===== config.mk =====
export PLATFORM = sky130hd
export DESIGN_NAME = baud_tick_gen_flat
export DESIGN_NICKNAME = d
export VERILOG_FILES = /design/src/rtl/baud_tick_gen_if.sv /design/src/rtl/baud_tick_gen.sv /design/src/flat_wrapper.sv
export SDC_FILE = /design/constraint.sdc
export NUM_CORES = 1
export LEC_CHECK = 0
export ABC_CLOCK_PERIOD_IN_PS = 3550
export BUFFER_PORTS_ARGS = -buffer_cell sky130_fd_sc_hd__clkbuf_2
export CAP_MARGIN = 20
export CORE_UTILIZATION = 55
export DETAILED_ROUTE_END_ITERATION = 6
export PLACE_DENSITY = 0.77
export SLEW_MARGIN = 20
export SYNTH_ARGS = -nofsm -noshare
export SYNTH_HDL_FRONTEND = slang
export SYNTH_SLANG_ARGS = --single-unit

===== constraint.sdc =====
create_clock -name Clock -period 3.55 [get_ports Clock]
set_input_delay 0.1775 -clock Clock [delete_from_list [all_inputs] [get_ports Clock]]
set_output_delay 0.1775 -clock Clock [all_outputs]
set_load 0.01 [all_outputs]

===== src/rtl/baud_tick_gen_if.sv =====
// Control and status bundle between a UART core (master) and its baud-rate timebase (slave).
interface baud_tick_gen_if #(
  parameter int unsigned DIV_W  = 16,
  parameter int unsigned FRAC_W = 4
);
  logic                    Enable;
  logic [2:0]              BaudSel;
  logic [DIV_W+FRAC_W-1:0] CustomDiv;
  logic                    Load;
  logic                    LoadAck;
  logic                    RxTick;
  logic                    TxTick;
  logic                    BaudOut;
  logic                    DivErr;

  modport master (
    output Enable, BaudSel, CustomDiv, Load,
    input  LoadAck, RxTick, TxTick, BaudOut, DivErr
  );

  modport slave (
    input  Enable, BaudSel, CustomDiv, Load,
    output LoadAck, RxTick, TxTick, BaudOut, DivErr
  );
endinterface


===== src/rtl/baud_tick_gen.sv =====
// Fractional-divisor baud timebase: oversampling RxTick, bit-rate TxTick and BaudOut,
// with rate changes deferred to the next bit boundary.
module baud_tick_gen #(
  parameter int unsigned CLK_HZ     = 50_000_000,
  parameter int unsigned OVERSAMPLE = 16,
  parameter int unsigned FRAC_W     = 4,
  parameter int unsigned DIV_W      = 16,
  parameter logic [2:0]  RESET_SEL  = 3'b010
) (
  input logic            Clock,
  input logic            ResetN,
  baud_tick_gen_if.slave bus
);

  localparam int unsigned     DW   = DIV_W + FRAC_W;
  localparam int unsigned     AW   = DW + 1;
  localparam int unsigned     OS_W = $clog2(OVERSAMPLE);
  localparam longint unsigned ONE  = 64'd1 << FRAC_W;

  typedef logic [DW-1:0]   div_t;
  typedef logic [AW-1:0]   acc_t;
  typedef logic [OS_W-1:0] os_t;

  typedef enum logic [2:0] {
    SEL_2400   = 3'd0,
    SEL_4800   = 3'd1,
    SEL_9600   = 3'd2,
    SEL_19200  = 3'd3,
    SEL_38400  = 3'd4,
    SEL_57600  = 3'd5,
    SEL_115200 = 3'd6,
    SEL_CUSTOM = 3'd7
  } baud_sel_e;

  // Rounded clocks-per-RxTick in fixed point, evaluated at elaboration only.
  function automatic div_t rate_div(input longint unsigned baud);
    longint unsigned num;
    longint unsigned den;
    num = 64'(CLK_HZ) * ONE * 64'd2;
    den = baud * 64'(OVERSAMPLE);
    return div_t'((num / den + 64'd1) / 64'd2);
  endfunction

  localparam div_t DIV_2400   = rate_div(2400);
  localparam div_t DIV_4800   = rate_div(4800);
  localparam div_t DIV_9600   = rate_div(9600);
  localparam div_t DIV_19200  = rate_div(19200);
  localparam div_t DIV_38400  = rate_div(38400);
  localparam div_t DIV_57600  = rate_div(57600);
  localparam div_t DIV_115200 = rate_div(115200);

  localparam div_t MIN_DIV = div_t'(2 * ONE);
  localparam acc_t ONE_ACC = acc_t'(ONE);
  localparam os_t  OS_LAST = os_t'(OVERSAMPLE - 1);

  function automatic div_t table_div(input baud_sel_e sel);
    case (sel)
      SEL_2400:   return DIV_2400;
      SEL_4800:   return DIV_4800;
      SEL_9600:   return DIV_9600;
      SEL_19200:  return DIV_19200;
      SEL_38400:  return DIV_38400;
      SEL_57600:  return DIV_57600;
      SEL_115200: return DIV_115200;
      default:    return '0;
    endcase
  endfunction

  localparam div_t RESET_DIV = table_div(baud_sel_e'(RESET_SEL));

  div_t div_q,      div_d;
  acc_t acc_q,      acc_d;
  os_t  os_cnt_q,   os_cnt_d;
  div_t pend_div_q, pend_div_d;
  logic pending_q,  pending_d;
  logic rx_tick_q,  rx_tick_d;
  logic tx_tick_q,  tx_tick_d;
  logic load_ack_q, load_ack_d;

  div_t sel_div;
  acc_t acc_next;
  logic div_err;
  logic rx_fire;
  logic tx_fire;

  assign div_err  = (div_q < MIN_DIV);
  assign acc_next = acc_q + ONE_ACC;
  assign rx_fire  = bus.Enable && !div_err && (acc_next >= acc_t'(div_q));
  assign tx_fire  = rx_fire && (os_cnt_q == OS_LAST);

  always_comb begin
    if (baud_sel_e'(bus.BaudSel) == SEL_CUSTOM) begin
      sel_div = bus.CustomDiv;
    end else begin
      sel_div = table_div(baud_sel_e'(bus.BaudSel));
    end
  end

  always_comb begin
    // NOTE: every variable gets its default first, so no path through this block can infer a latch.
    div_d      = div_q;
    acc_d      = acc_q;
    os_cnt_d   = os_cnt_q;
    pend_div_d = pend_div_q;
    pending_d  = pending_q;
    rx_tick_d  = 1'b0;
    tx_tick_d  = 1'b0;
    load_ack_d = 1'b0;

    // Phase accumulation: one ONE per clock, one Div removed per RxTick.
    if (!bus.Enable || div_err) begin
      acc_d    = '0;
      os_cnt_d = '0;
    end else if (rx_fire) begin
      acc_d     = acc_next - acc_t'(div_q);
      os_cnt_d  = os_cnt_q + os_t'(1);
      rx_tick_d = 1'b1;
      tx_tick_d = tx_fire;
    end else begin
      acc_d = acc_next;
    end

    // A pending divisor waits for a bit boundary unless the timebase is idle or stalled.
    if (pending_q && (!bus.Enable || div_err || tx_fire)) begin
      div_d      = pend_div_q;
      acc_d      = '0;
      os_cnt_d   = '0;
      pending_d  = 1'b0;
      load_ack_d = 1'b1;
    end

    // A Load on an apply edge is kept for the following boundary.
    if (bus.Load) begin
      pend_div_d = sel_div;
      pending_d  = 1'b1;
    end
  end

  // NOTE: sequential state uses non-blocking assignments so every flop samples pre-edge values.
  always_ff @(posedge Clock or negedge ResetN) begin
    if (!ResetN) begin
      div_q      <= RESET_DIV;
      acc_q      <= '0;
      os_cnt_q   <= '0;
      pend_div_q <= '0;
      pending_q  <= 1'b0;
      rx_tick_q  <= 1'b0;
      tx_tick_q  <= 1'b0;
      load_ack_q <= 1'b0;
    end else begin
      div_q      <= div_d;
      acc_q      <= acc_d;
      os_cnt_q   <= os_cnt_d;
      pend_div_q <= pend_div_d;
      pending_q  <= pending_d;
      rx_tick_q  <= rx_tick_d;
      tx_tick_q  <= tx_tick_d;
      load_ack_q <= load_ack_d;
    end
  end

  assign bus.RxTick  = rx_tick_q;
  assign bus.TxTick  = tx_tick_q;
  assign bus.BaudOut = os_cnt_q[OS_W-1];
  assign bus.LoadAck = load_ack_q;
  assign bus.DivErr  = div_err;

endmodule


===== src/flat_wrapper.sv =====
// flat-port wrapper written by rule: the top's interface ports become plain ports
module baud_tick_gen_flat 
#(
  parameter int unsigned CLK_HZ     = 50_000_000,
  parameter int unsigned OVERSAMPLE = 16,
  parameter int unsigned FRAC_W     = 4,
  parameter int unsigned DIV_W      = 16,
  parameter logic [2:0]  RESET_SEL  = 3'b010
)
  (Clock, ResetN, bus_Enable, bus_BaudSel, bus_CustomDiv, bus_Load, bus_LoadAck, bus_RxTick, bus_TxTick, bus_BaudOut, bus_DivErr);
  baud_tick_gen_if #(.DIV_W(DIV_W), .FRAC_W(FRAC_W)) bus_i ();
  input logic Clock;
  input logic ResetN;
  input wire logic [$bits(bus_i.Enable)-1:0] bus_Enable;
  input wire logic [$bits(bus_i.BaudSel)-1:0] bus_BaudSel;
  input wire logic [$bits(bus_i.CustomDiv)-1:0] bus_CustomDiv;
  input wire logic [$bits(bus_i.Load)-1:0] bus_Load;
  output wire logic [$bits(bus_i.LoadAck)-1:0] bus_LoadAck;
  output wire logic [$bits(bus_i.RxTick)-1:0] bus_RxTick;
  output wire logic [$bits(bus_i.TxTick)-1:0] bus_TxTick;
  output wire logic [$bits(bus_i.BaudOut)-1:0] bus_BaudOut;
  output wire logic [$bits(bus_i.DivErr)-1:0] bus_DivErr;
  assign bus_i.Enable = bus_Enable;
  assign bus_i.BaudSel = bus_BaudSel;
  assign bus_i.CustomDiv = bus_CustomDiv;
  assign bus_i.Load = bus_Load;
  assign bus_LoadAck = bus_i.LoadAck;
  assign bus_RxTick = bus_i.RxTick;
  assign bus_TxTick = bus_i.TxTick;
  assign bus_BaudOut = bus_i.BaudOut;
  assign bus_DivErr = bus_i.DivErr;
  baud_tick_gen #(.CLK_HZ(CLK_HZ), .OVERSAMPLE(OVERSAMPLE), .FRAC_W(FRAC_W), .DIV_W(DIV_W), .RESET_SEL(RESET_SEL)) u_core (.Clock(Clock), .ResetN(ResetN), .bus(bus_i));
endmodule

* Yosys cells after proc, flatten, opt, wreduce, memory -nomap -nowiden
Cells that the tools add are included.
** Word-level totals
- Logic and storage cells :: 47
- Output and inout bits :: 5
- Input bits :: 27
- Bits in registers :: 69
** Operators by class
- Multiplexer cells :: 15
- Reductions and logical operators :: 11
- Add/sub/neg operators :: 3
- $lt $le $gt $ge :: 2
- Eq/ne operators :: 8
** Operator list (number)
- $pmux 15 s7 :: 1
- $mux 21 :: 3
- $add 21x5->21 const B :: 1
- $ge 21x20->1 :: 1
- $sub 21x20->21 :: 1
- $lt 20x6->1 const B :: 1
- $mux 20 :: 1
- $eq 3x3->1 const B :: 4
- $mux 4 :: 3
- $mux 1 :: 7
- $eq 3x2->1 const B :: 2
- $add 4x1->4 const B :: 1
- $eq 4x4->1 const B :: 1
- $logic_and 1x1->1 :: 4
- $eq 3x1->1 const B :: 1
- $logic_not 3->1 :: 1
- $reduce_bool 3->1 :: 1
- $logic_not 1->1 :: 2
- $logic_or 1x1->1 :: 2
- $reduce_bool 2->1 :: 1

* Logic depth before layout (Yosys ltp)
Gate-level depths: netlist of the first run.
- Word-level depth :: 9
- Mapped depth :: 15
- Depth with buffers taken out :: 13

* Worst setup path before layout of the first run
No wires, ideal clock.
- Path kind :: reg-to-reg
- Start :: reg u_core.acc_q[4]
- End :: reg u_core.div_q[0]
- Library setup time :: 0.127 ns
- Arrival time :: 3.227 ns
- Period minus slack after synthesis :: 3.355 ns
- Buffers on the path :: 1
- Data required time :: 3.423 ns
- Path slack :: 0.195 ns
- Cell stages (with the launch flop) :: 15
- Path through :: dfrtp_1 -> ha_1 -> nand3_1 -> nor3_2 -> nand4_1 -> xnor2_1 -> ha_1 -> and4_1 -> and2_0 -> a22o_1 -> o41ai_2 -> a21oi_1 -> o21ai_2 -> buf_6 -> mux2_1
** On the way
- Longest elaborated chain between the ends :: 6
** Ends and longest elaborated chain
- start: declaration :: RTL line baud_tick_gen.sv:72 : acc_t acc_q, acc_d;
- start signal: assignment :: RTL line baud_tick_gen.sv:143 : acc_q <= '0;
- start signal: assignment :: RTL line baud_tick_gen.sv:152 : acc_q <= acc_d;
- $add 21x5->21 :: RTL line baud_tick_gen.sv:87 : assign acc_next = acc_q + ONE_ACC;
- $ge 21x20->1 :: RTL line baud_tick_gen.sv:88 : assign rx_fire = bus.Enable && !div_err && (acc_next >= acc_t'(div_q));
- $logic_and 1x1->1 :: RTL line baud_tick_gen.sv:88
- $logic_and 1x1->1 :: RTL line baud_tick_gen.sv:89 : assign tx_fire = rx_fire && (os_cnt_q == OS_LAST);
- $logic_or 1x1->1 :: RTL line baud_tick_gen.sv:124 : if (pending_q && (!bus.Enable || div_err || tx_fire)) begin
- $logic_and 1x1->1 :: RTL line baud_tick_gen.sv:124
- end signal: assignment :: RTL line baud_tick_gen.sv:151 : div_q <= div_d;
- end: declaration :: RTL line baud_tick_gen.sv:71 : div_t div_q, div_d;
Every way passes these cells.
A chain may end at the register's enable or synchronous reset.

* Worst setup path in the final report of the first run
- Start :: reg u_core.acc_q[6]
- End :: reg u_core.div_q[2]
Same word-level chain as after synthesis.

==> out/qor.csv, run 1 <==
stage,metric,value,unit
routing,Routed WL,10.9,mm
job,Max Cap Viol,0,
yosys,Synth Warn #,0,
yosys,Yosys cell types,53,
yosys,Mean Syn Cell Area,8.82,um2
global_routing,GRT Util Overall,0.267,
yosys,#FFs+latches synth,69,
worst_setup_path,RR Startpoint,u_core.acc_q[6]$_DFF_PN0_,
final_layout,ANT cells,0,
yosys,synth top area cells,"dfrtp_1, ha_1, a21oi_1",
worst_setup_path,critical path launch point,u_core.acc_q[6]$_DFF_PN0_,
routing,Initial DRC Count,283,
routing,Routed WL per cell,17.1,um
yosys,"top cells by count, synth","dfrtp_1, nand2_1, inv_1",
worst_setup_path,flop2flop setup slack,-0.09,ns
clock_tree,Max Buffers Root-to-Sink,2,
power,Pwr Total,3850,uW
sta,clk_skew,0.00925,ns
yosys,"EDFF count, synth",0,
clock_tree,Clock Latency Late Sink,0.35,ns
sta,crit share post-route,1.03,
power,Seq pwr share,0.282,
clock_tree,Post-CTS Hold Fix Bufs,0,
sta,Final Hold Viols,32,
worst_setup_path,Worst R2R Path Depth,15,
sta,Final min period,3.64,ns
sta,Slew Limit Fails,0,
worst_setup_path,"critical path fanouts, max",6,
final_layout,register area,0.00173,mm2
final_layout,layout cells sized above 1,0.227,
power,Gate power share,0.572,
routing,DR pass1 iterations,5,
sta,smallest hold slack,-0.0102,ns
outcome,violated checks,"hold timing, setup timing",
power,sw frac,0.436,
sta,slew margin rel.,0.352,
yosys,top-area cell type share of the netlist area,0.378,
worst_setup_path,CP startpoint kind,flop,
outcome,status,"finished, violations left",
global_routing,largest net degree at the start of global routing,44,
worst_setup_path,critical path class,flop to flop,
global_routing,GRT overflow,0,
power,Psw,1680,uW
sta,Worst Tran Pin Value,0.972,ns
final_layout,Layout area overhead,19.2,%
power,Pwr Density,762,mW/mm2
placed_design,PortBufs,31,
placed_design,pre-CTS setup slack,-0.00741,ns
yosys,Mapped Area,0.00424,mm2
global_routing,number of global-route vias before repair,3512,
clock_tree,CTS buffer count,9,
final_layout,area of the multi-input gates,0.00241,mm2
placed_design,gpl congestion,0.998,
power,internal power,2170,uW
sta,RSZ-0062 raised after global routing,yes,
worst_setup_path,worst r2r dst,u_core.div_q[2]$_DFFE_PN0P_,
floorplanning,Die Y,89.8,um
worst_setup_path,worst setup path endpoint,u_core.div_q[2]$_DFFE_PN0P_,
floorplanning,die width,89.8,um
sta,final setup fails,12,
yosys,cell taking the most area after synthesis,dfrtp_1,
global_routing,initial antenna violation count,0,
power,static leakage,0.00246,uW
yosys,post-synthesis sequential area ratio,0.409,
routing,Vias/cell,5.93,
worst_setup_path,Worst EP arrival,3.87,ns
yosys,Syn Nets,531,
power,clock share of power,0.147,
clock_tree,TritonCTS clock tree,built,
global_routing,first-pass GRT wire length,16.9,mm
yosys,main flop type after synthesis,dfrtp_1,
sta,Setup WS post-layout,-0.0899,ns
routing,Final ANT Viol Nets,0,
worst_setup_path,Crit. End Element,flop,
final_layout,Layout Cells excl Fill,641,
clock_tree,clock slew seen by the registers of the worst setup and hold paths,0.08,ns
routing,# DRC,0,
floorplanning,# rows,31,
floorplanning,I/O pins,32,
floorplanning,die area,0.00807,mm2
routing,Vias,3801,
worst_setup_path,required time of the worst setup path,3.78,ns
hold_path,min-delay worst type,primary input to asynchronous set/reset pin,
yosys,Synth Instances,481,
final_layout,fillers,582,
yosys,ys async rst share,1.00,
floorplanning,Core Box Area,0.00737,mm2
power,Max rail drop VDD,0.000321,V
yosys,most frequent cell after synthesis,dfrtp_1,
floorplanning,Initial Util,0.576,
final_layout,fin nets,587,
placed_design,Post-DP HPWL,7.61,mm
clock_tree,H-tree depth,3,
placed_design,Placed Instances,611,
clock_tree,Sink Count,69,
sta,Max Freq,0.275,GHz
clock_tree,CTS root buf,clkbuf_8,
worst max-delay path, cell delays in order (launching register included):
cell	delay, ns
dfrtp_1	0.42
nand3_2	0.11
nor2_2	0.17
buf_4	0.14
nand2_1	0.06
xnor2_1	0.32
ha_1	0.39
and4_4	0.23
and2_4	0.15
a22o_4	0.23
o41ai_4	0.38
a21oi_2	0.14
o21ai_2	0.22
buf_12	0.14
buf_12	0.12
mux2_4	0.30
cell type report:
type / count / share of cell area
clock buffer: 10 / 0.0252
multi-input combinational: 348 / 0.476
timing repair buffer: 61 / 0.0876
inverter: 48 / 0.0356
tap: 99 / 0.0245
clock inverter: 6 / 0.00792
sequential: 69 / 0.343
layer usage:
layer	global-route usage	vias up	part of all wire
met2	0.439	179	0.48
li1	-	1791	-
met5	0	-	0
met3	0.0491	29	0.062
met1	0.353	1802	0.43
met4	0.0970	0	0.028
per-stage QoR:
step           cell area, um2  setup TNS [ns]   util  hold WS, ns
4_1_cts                  4750               0  0.644      0.00703
6_report                 5060          -0.671  0.686      -0.0102
5_1_grt                  5060           -2.79  0.686       0.0279
2_1_floorplan            4240               0      -       -0.118
3_3_place_gp             4580               0  0.621        0.370
3_5_place_dp             4580         -0.0145  0.621        0.377
timing repair:
item	CTS	global route
setup endpoints to repair	8	42
resized for setup	0	44
hold endpoints to repair	0	0
cloned	0	1
pin swaps	2	17
setup buffers	0	13
cell usage in the layout (no fill, tap or decap), types with 18 or more instances in the layout:
cell type  count
nand2_1       53
nor2_1        33
xnor2_1       18
clkbuf_2      30
nand3_1       18
ha_1          18
a21oi_1       45
buf_4         24
dfrtp_1       64
o21ai_0       21
inv_1         48
flip-flops by register name (all words and copies together), names as in the netlist:
signal / cells
u_core.pend_div_q: 20
u_core.acc_q: 21
u_core.bus.RxTick: 1
u_core.os_cnt_q: 4
u_core.bus.TxTick: 1
u_core.bus.LoadAck: 1
u_core.div_q: 20
u_core.pending_q: 1
power by group through the flow:
stage | Clock (uW) | Combinational (uW) | Sequential, uW
6_report | 565 | 2200 | 1090
2_1_floorplan | 0 | 1470 | 1060
3_5_place_dp | 0 | 1960 | 1080
4_1_cts | 572 | 1970 | 1070
3_3_place_gp | 0 | 1900 | 1080
5_1_grt | 614 | 2390 | 1100
cells by family after synthesis:
group | after synthesis | share of synthesized area
XOR/XNOR | 28 | 0.0578
AND/OR/NAND/NOR | 162 | 0.182
AO/OA/AOI/OAI | 114 | 0.167
flip-flops | 69 | 0.409
buffers and inverters | 64 | 0.0628
adder cells (fa/ha/maj) | 23 | 0.0696
multiplexers | 21 | 0.0522
worst min-delay path by stage:
| stage | start | to | slack (ns) | cells past startpoint |
|---|---|---|---|---|
| 6_report | ResetN | u_core.div_q[14]$_DFFE_PN0P_ | -0.01 | 1 |
| 5_1_grt | bus_CustomDiv[17] | u_core.pend_div_q[17]$_DFFE_PN0P_ | 0.03 | 3 |
| 4_1_cts | ResetN | u_core.div_q[17]$_DFFE_PN0P_ | 0.007 | 1 |
| 3_5_place_dp | ResetN | u_core.acc_q[13]$_DFF_PN0_ | 0.38 | 1 |
| 3_3_place_gp | ResetN | u_core.acc_q[13]$_DFF_PN0_ | 0.37 | 1 |
| 2_1_floorplan | ResetN | u_core.acc_q[0]$_DFFE_PN0P_ | -0.12 | 0 |
(Power assumes the default switching activity.)
==> run 2: changes to the inputs <==
--- a/config.mk
+++ b/config.mk
@@ -5,12 +5,11 @@
 export SDC_FILE = /design/constraint.sdc
 export NUM_CORES = 1
 export LEC_CHECK = 0
-export ABC_CLOCK_PERIOD_IN_PS = 3550
+export ABC_CLOCK_PERIOD_IN_PS = 3370
 export BUFFER_PORTS_ARGS = -buffer_cell sky130_fd_sc_hd__clkbuf_2
-export CAP_MARGIN = 20
-export CORE_UTILIZATION = 55
+export CORE_UTILIZATION = 61
 export DETAILED_ROUTE_END_ITERATION = 6
-export PLACE_DENSITY = 0.77
+export PLACE_DENSITY = 0.79
 export SLEW_MARGIN = 20
 export SYNTH_ARGS = -nofsm -noshare
 export SYNTH_HDL_FRONTEND = slang
==> constraint.sdc (replaced) <==
create_clock -name Clock -period 3.37 [get_ports Clock]
set_input_delay 0.1685 -clock Clock [delete_from_list [all_inputs] [get_ports Clock]]
set_output_delay 0.1685 -clock Clock [all_outputs]
set_load 0.01 [all_outputs]
==> out/qor.csv, run 2 (synthesized netlist as in run 1, its figures left out) <==
stage,metric,value,unit,change
global_routing,M1 GR Usage,0.412,,was 0.353
clock_tree,Max Buffers Root-to-Sink,2,,unchanged
job,Max Cap Viol,0,,unchanged
clock_tree,H-tree depth,3,,unchanged
global_routing,GRT busiest layer,met2,,unchanged
sta,Max Freq,0.281,GHz,was 0.275 GHz
power,clock share of power,0.169,,was 0.147
outcome,status,"finished, violations left",,unchanged
final_layout,Layout Cells excl Fill,644,,was 641
placed_design,Post-DP HPWL,7.28,mm,was 7.61 mm
placed_design,pre-CTS setup slack,-0.244,ns,was -0.00741 ns
power,Psw,2100,uW,was 1680 uW
power,Pwr Density,899,mW/mm2,was 762 mW/mm2
clock_tree,TritonCTS clock tree,built,,unchanged
floorplanning,die area,0.00729,mm2,was 0.00807 mm2
placed_design,PortBufs,31,,unchanged
floorplanning,Die Y,85.4,um,was 89.8 um
final_layout,Reg with most FFs,u_core.acc_q,,unchanged
routing,Vias/cell,6.37,,was 5.93
sta,Final min period,3.56,ns,was 3.64 ns
final_layout,layout cells sized above 1,0.280,,was 0.227
placed_design,Placed Instances,604,,was 611
worst_setup_path,"critical path fanouts, max",6,,unchanged
clock_tree,Sink Count,69,,unchanged
worst_setup_path,critical path class,flop to flop,,unchanged
final_layout,"commonest non-fill, non-tap cell in the layout",dfrtp_1,,unchanged
worst_setup_path,flop2flop setup slack,-0.19,ns,was -0.09 ns
hold_path,min-delay worst type,primary input to flop,,was primary input to asynchronous set/reset pin
clock_tree,Clock Latency Late Sink,0.35,ns,about the same
sta,Worst Tran Pin Value,0.848,ns,was 0.972 ns
worst_setup_path,required time of the worst setup path,3.62,ns,was 3.78 ns
worst_setup_path,Crit. End Element,flop,,unchanged
clock_tree,CTS buffer count,9,,unchanged
global_routing,first-pass GRT wire length,17.5,mm,was 16.9 mm
sta,clk_skew,0.0113,ns,was 0.00925 ns
global_routing,GRT Util Overall,0.310,,was 0.267
routing,Initial DRC Count,426,,was 283
floorplanning,I/O pins,32,,unchanged
routing,DR pass1 iterations,6,,was 5
sta,crit share post-route,1.06,,was 1.03
routing,# DRC,0,,unchanged
floorplanning,Core Box Area,0.00676,mm2,was 0.00737 mm2
power,Pwr Total,4910,uW,was 3850 uW
sta,Setup WS post-layout,-0.187,ns,was -0.0899 ns
sta,Final Hold Viols,0,,was 32
floorplanning,Initial Util,0.628,,was 0.576
power,static leakage,0.00263,uW,was 0.00246 uW
final_layout,Layout area overhead,28.7,%,was 19.2%
placed_design,gpl congestion,1.01,,was 0.998
global_routing,met2 Resource Use GR,0.497,,was 0.439
global_routing,largest net degree at the start of global routing,39,,was 44
floorplanning,# rows,30,,was 31
worst_setup_path,CP startpoint kind,flop,,unchanged
worst_setup_path,Worst R2R Path Depth,15,,unchanged
global_routing,GR Layer Usage met3,0.0525,,was 0.0491
power,sw frac,0.427,,was 0.436
worst_setup_path,RR Startpoint,u_core.acc_q[4]$_DFF_PN0_,,was u_core.acc_q[6]$_DFF_PN0_
power,internal power,2810,uW,was 2170 uW
worst_setup_path,Worst EP arrival,3.81,ns,was 3.87 ns
final_layout,Largest regs,"u_core.acc_q x21, u_core.div_q x20, u_core.pend_div_q x20",,unchanged
final_layout,max reg flops,21,,unchanged
routing,Routed WL per cell,18.8,um,was 17.1 um
sta,final setup fails,45,,was 12
worst_setup_path,worst r2r dst,u_core.acc_q[7]$_DFF_PN0_,,was u_core.div_q[2]$_DFFE_PN0P_
power,Max rail drop VDD,0.000422,V,was 0.000321 V
routing,Routed WL,12.1,mm,was 10.9 mm
final_layout,ANT cells,0,,unchanged
power,Seq pwr share,0.233,,was 0.282
global_routing,initial antenna violation count,0,,unchanged
clock_tree,CTS root buf,clkbuf_8,,unchanged
worst_setup_path,worst setup path endpoint,u_core.acc_q[7]$_DFF_PN0_,,was u_core.div_q[2]$_DFFE_PN0P_
outcome,violated checks,setup timing,,"was hold timing, setup timing"
final_layout,fin nets,609,,was 587
final_layout,most frequent cells in the layout,"dfrtp_1, inv_1, nand2_1, a21oi_1, buf_4",,"was dfrtp_1, nand2_1, inv_1, a21oi_1, nor2_1"
sta,slew margin rel.,0.435,,was 0.352
worst_setup_path,critical path launch point,u_core.acc_q[4]$_DFF_PN0_,,was u_core.acc_q[6]$_DFF_PN0_
routing,Final ANT Viol Nets,0,,unchanged
global_routing,number of global-route vias before repair,3695,,was 3512
sta,RSZ-0062 raised after global routing,yes,,unchanged
clock_tree,clock slew seen by the registers of the worst setup and hold paths,0.08,ns,about the same
global_routing,GRT overflow,0,,unchanged
routing,Vias,4104,,was 3801
floorplanning,die width,85.4,um,was 89.8 um
power,Gate power share,0.597,,was 0.572
sta,Slew Limit Fails,0,,unchanged
## run 2: cell count changes in the layout (fill, tap and decap cells not counted), sizes merged
cell and change:
buf +21, bufinv +3, clkinv -1, clkinvlp -1
dlygate4sd3 +1, inv -1
## run 2: worst max-delay path, cell delays in order, from the launching register on
cell and delay (ns):
dfrtp_1 0.40, ha_2 0.23, nand3_4 0.09, buf_4 0.18, nor2_2 0.12, xor2_2 0.21, ha_1 0.32, a21oi_2 0.22
o21ai_1 0.12, a22o_4 0.28, o41ai_4 0.41, buf_4 0.19, and2_4 0.22, o21ai_4 0.09, buf_4 0.19, a21oi_1 0.19
## run 2: repair_timing
action                     4_1_cts  5_1_grt
hold endpoints to repair        36        0
pin swaps                       16       30
resized for setup               25       60
gates cloned                     0        2
setup buffers                   12        9
setup endpoints to repair       41       47
hold buffers                     1        0
## run 2: area by class of cell
type,instances,area (um2)
multi-input combinational,348,2580
sequential,69,1730
fill,387,1300
timing repair buffer,83,622
inverter,48,180
clock buffer,10,128
clock inverter,6,113
tap,80,100
## run 2: power by group through the flow
stage | clock network, uW | registers, uW | logic [uW]
finish | 832 | 1140 | 2930
global route | 865 | 1170 | 3070
CTS | 825 | 1130 | 2320
detailed placement | 0 | 1140 | 2070
global placement | 0 | 1130 | 2020
floorplan | 0 | 1110 | 1550
## run 2: stage by stage
step                      hold slack (ns)  cell area [um2]  TNS [ns]   util
after floorplan                    -0.127             4240         0      -
after global placement              0.312             4620   -0.0310  0.684
after detailed placement            0.318             4620     -3.36  0.684
after CTS                          0.0137             5080   -0.0642  0.751
after global routing               0.0300             5460     -9.87  0.808
final                              0.0171             5460     -4.88  0.808
## run 2: layer usage
| metal | part of all wire | vias to the layer above |
|---|---|---|
| li1 | - | 1828 |
| met1 | 0.39 | 1938 |
| met2 | 0.46 | 261 |
| met3 | 0.081 | 77 |
| met4 | 0.062 | 0 |
| met5 | 0 | - |
## run 2: how the worst min path moves through the flow
stage                      startpoint                           endpoint  slack, ns  cells after the start
floorplan                      ResetN        u_core.acc_q[0]$_DFFE_PN0P_      -0.13                      0
global placement               ResetN     u_core.os_cnt_q[3]$_DFFE_PN0P_       0.31                      1
detailed placement             ResetN     u_core.os_cnt_q[3]$_DFFE_PN0P_       0.32                      1
CTS                 bus_CustomDiv[19]  u_core.pend_div_q[19]$_DFFE_PN0P_       0.01                      3
global route        bus_CustomDiv[19]  u_core.pend_div_q[19]$_DFFE_PN0P_       0.03                      3
finish              bus_CustomDiv[19]  u_core.pend_div_q[19]$_DFFE_PN0P_       0.02                      3
==> run 3: changes to the inputs <==
--- a/config.mk
+++ b/config.mk
@@ -7,9 +7,10 @@
 export LEC_CHECK = 0
 export ABC_CLOCK_PERIOD_IN_PS = 3370
 export BUFFER_PORTS_ARGS = -buffer_cell sky130_fd_sc_hd__clkbuf_2
-export CORE_UTILIZATION = 61
+export CORE_MARGIN = 2
+export CORE_UTILIZATION = 55
 export DETAILED_ROUTE_END_ITERATION = 6
-export PLACE_DENSITY = 0.79
+export PLACE_DENSITY = 0.72
 export SLEW_MARGIN = 20
 export SYNTH_ARGS = -nofsm -noshare
 export SYNTH_HDL_FRONTEND = slang
==> out/qor.csv, run 3 (synthesized netlist as in run 1, its figures left out) <==
stage,metric,value,unit,change
clock_tree,H-tree depth,3,,unchanged
sta,Final Hold Viols,0,,unchanged
routing,Initial DRC Count,316,,was 426
outcome,violated checks,setup timing,,unchanged
routing,Final ANT Viol Nets,0,,unchanged
floorplanning,Core Box Area,0.00761,mm2,was 0.00676 mm2
global_routing,first-pass GRT wire length,17.0,mm,was 17.5 mm
power,Max rail drop VDD,0.000423,V,was 0.000422 V
clock_tree,Clock Latency Late Sink,0.35,ns,about the same
worst_setup_path,CP peak stage delay,0.41,ns,about the same
clock_tree,CTS root buf,clkbuf_8,,unchanged
sta,Final min period,3.47,ns,was 3.56 ns
sta,slew margin rel.,0.593,,was 0.435
sta,final setup fails,11,,was 45
sta,smallest hold slack,0.0292,ns,was 0.0171 ns
global_routing,initial antenna violation count,0,,unchanged
sta,crit share post-route,1.03,,was 1.06
worst_setup_path,CP startpoint kind,flop,,unchanged
power,Seq pwr share,0.258,,was 0.233
routing,Vias/cell,5.79,,was 6.37
final_layout,"commonest non-fill, non-tap cell in the layout",dfrtp_1,,unchanged
routing,Vias,3831,,was 4104
global_routing,number of global-route vias before repair,3562,,was 3695
clock_tree,CTS buffer count,9,,unchanged
sta,Slew Limit Fails,0,,unchanged
hold_path,min-delay worst type,primary input to flop,,unchanged
clock_tree,Sink Count,69,,unchanged
final_layout,layout cells sized above 1,0.252,,was 0.280
power,internal power,2560,uW,was 2810 uW
final_layout,most frequent cells in the layout,"dfrtp_1, nand2_1, inv_1, a21oi_1, buf_4",,"was dfrtp_1, inv_1, nand2_1, a21oi_1, buf_4"
clock_tree,clock slew seen by the registers of the worst setup and hold paths,0.08,ns,about the same
power,Pwr Density,835,mW/mm2,was 899 mW/mm2
routing,Routed WL,10.7,mm,was 12.1 mm
power,Psw,1880,uW,was 2100 uW
placed_design,Placement Cell Area,0.00469,mm2,was 0.00462 mm2
power,static leakage,0.00258,uW,was 0.00263 uW
worst_setup_path,RR Startpoint,u_core.acc_q[4]$_DFF_PN0_,,unchanged
sta,clk_skew,0.0139,ns,was 0.0113 ns
clock_tree,TritonCTS clock tree,built,,unchanged
floorplanning,Initial Util,0.558,,was 0.628
floorplanning,die width,91.8,um,was 85.4 um
final_layout,fillers,602,,was 387
placed_design,gpl congestion,0.919,,was 1.01
global_routing,largest net degree at the start of global routing,47,,was 39
worst_setup_path,worst path cell trace,ha_4 > nand3_4 > buf_4 > nor2_1 > xor2_1 > ha_1 > a21oi_1 > o21ai_1 > a22o_4 > o41ai_4 > a21oi_2 > o21ai_2 > buf_12 > buf_8 > mux2_4,,was ha_2 > nand3_4 > buf_4 > nor2_2 > xor2_2 > ha_1 > a21oi_2 > o21ai_1 > a22o_4 > o41ai_4 > buf_4 > and2_4 > o21ai_4 > buf_4 > a21oi_1
routing,DR pass1 iterations,6,,unchanged
final_layout,Final Instance Area,0.00532,mm2,was 0.00546 mm2
final_layout,max reg flops,21,,unchanged
final_layout,Layout area overhead,25.5,%,was 28.7%
worst_setup_path,"critical path fanouts, max",7,,was 6
routing,Routed WL per cell,16.2,um,was 18.8 um
placed_design,pre-CTS setup slack,-0.113,ns,was -0.244 ns
clock_tree,Max Buffers Root-to-Sink,2,,unchanged
sta,Setup WS post-layout,-0.102,ns,was -0.187 ns
outcome,status,"finished, violations left",,unchanged
placed_design,PortBufs,31,,unchanged
job,Max Cap Viol,0,,unchanged
floorplanning,# rows,32,,was 30
hold_path,worst min-delay path startpoint,bus_CustomDiv[18],,was bus_CustomDiv[19]
final_layout,Largest regs,"u_core.acc_q x21, u_core.div_q x20, u_core.pend_div_q x20",,unchanged
worst_setup_path,critical path launch point,u_core.acc_q[4]$_DFF_PN0_,,unchanged
final_layout,ANT cells,0,,unchanged
worst_setup_path,Worst EP arrival,3.75,ns,was 3.81 ns
floorplanning,die area,0.00843,mm2,was 0.00729 mm2
final_layout,Reg with most FFs,u_core.acc_q,,unchanged
power,Gate power share,0.593,,was 0.597
floorplanning,I/O pins,32,,unchanged
power,clock share of power,0.149,,was 0.169
sta,Worst Tran Pin Value,0.611,ns,was 0.848 ns
worst_setup_path,CP max-delay cell,dfrtp_1,,was o41ai_4
worst_setup_path,Buf/Inv on CP,3,,unchanged
sta,Max Freq,0.288,GHz,was 0.281 GHz
power,Pwr Total,4450,uW,was 4910 uW
routing,# DRC,0,,unchanged
floorplanning,Die Y,91.8,um,was 85.4 um
worst_setup_path,required time of the worst setup path,3.64,ns,was 3.62 ns
placed_design,Post-DP HPWL,7.49,mm,was 7.28 mm
worst_setup_path,critical path class,flop to flop,,unchanged
sta,RSZ-0062 raised after global routing,yes,,unchanged
worst_setup_path,Crit. End Element,flop,,unchanged
power,sw frac,0.423,,was 0.427
worst_setup_path,Crit path max-delay family,compound AO/OA/AOI/OAI gates,,unchanged
global_routing,GRT Util Overall,0.257,,was 0.310
final_layout,fin nets,605,,was 609
global_routing,GRT overflow,0,,unchanged
final_layout,final core utilization,0.700,,was 0.808
==> run 3: stage by stage <==
stage               TNS, ns  instances
floorplan                 0        481
CTS                       0        653
finish               -0.746        662
detailed placement    -1.42        627
global placement    -0.0719        627
global route          -5.58        662
==> run 3: worst register-to-register path, stage by stage, from the launching register on <==
cell and delay (ns):
dfrtp_1 0.41, ha_4 0.16, nand3_4 0.07, buf_4 0.15, nor2_1 0.12, xor2_1 0.24, ha_1 0.30, a21oi_1 0.24
o21ai_1 0.14, a22o_4 0.29, o41ai_4 0.40, a21oi_2 0.12, o21ai_2 0.17, buf_12 0.15, buf_8 0.13, mux2_4 0.30
==> run 3: worst paths after layout <==
kind                                                     end  slack [ns]  cells after the start
max reg2reg                     u_core.div_q[12]$_DFFE_PN1P_       -0.10                     15
max                             u_core.div_q[12]$_DFFE_PN1P_       -0.10                     15
min reg2reg                      u_core.div_q[3]$_DFFE_PN1P_        0.50                      2
min                        u_core.pend_div_q[18]$_DFFE_PN0P_        0.03                      3
min in group asynchronous     u_core.os_cnt_q[0]$_DFFE_PN0P_        0.33                      2
max in group asynchronous  u_core.pend_div_q[11]$_DFFE_PN0P_        2.09                      3
==> run 3: layer usage <==
metal	GRT usage	share of wire	vias up
met5	0	0	-
met4	0.0908	0.031	0
met3	0.0337	0.067	34
met2	0.439	0.48	159
met1	0.337	0.42	1804
li1	-	-	1834
==> run 3: power by group through the flow <==
stage                     Clock (uW)  Sequential, uW  Combinational, uW
after floorplan                    0            1110               1550
after global placement             0            1130               2080
after detailed placement           0            1140               2120
after CTS                        673            1140               2250
after global routing             703            1170               2860
final                            663            1150               2640
==> run 3: timing repair <==
item | 4_1_cts | 5_1_grt
setup buffers | 9 | 7
hold endpoints to repair | 23 | 0
gates cloned | 0 | 4
resized for setup | 26 | 32
hold buffers | 1 | 0
pin swaps | 17 | 22
setup endpoints to repair | 25 | 46
==> run 3: final cells by class <==
type	instances	area, um2	area share
Clock buffer	10	128	0.0240
Inverter	48	180	0.0339
Sequential cell	69	1730	0.326
Multi-Input combinational cell	348	2470	0.465
Clock inverter	6	65.1	0.0122
Timing Repair Buffer	79	614	0.115
Tap cell	102	128	0.0240
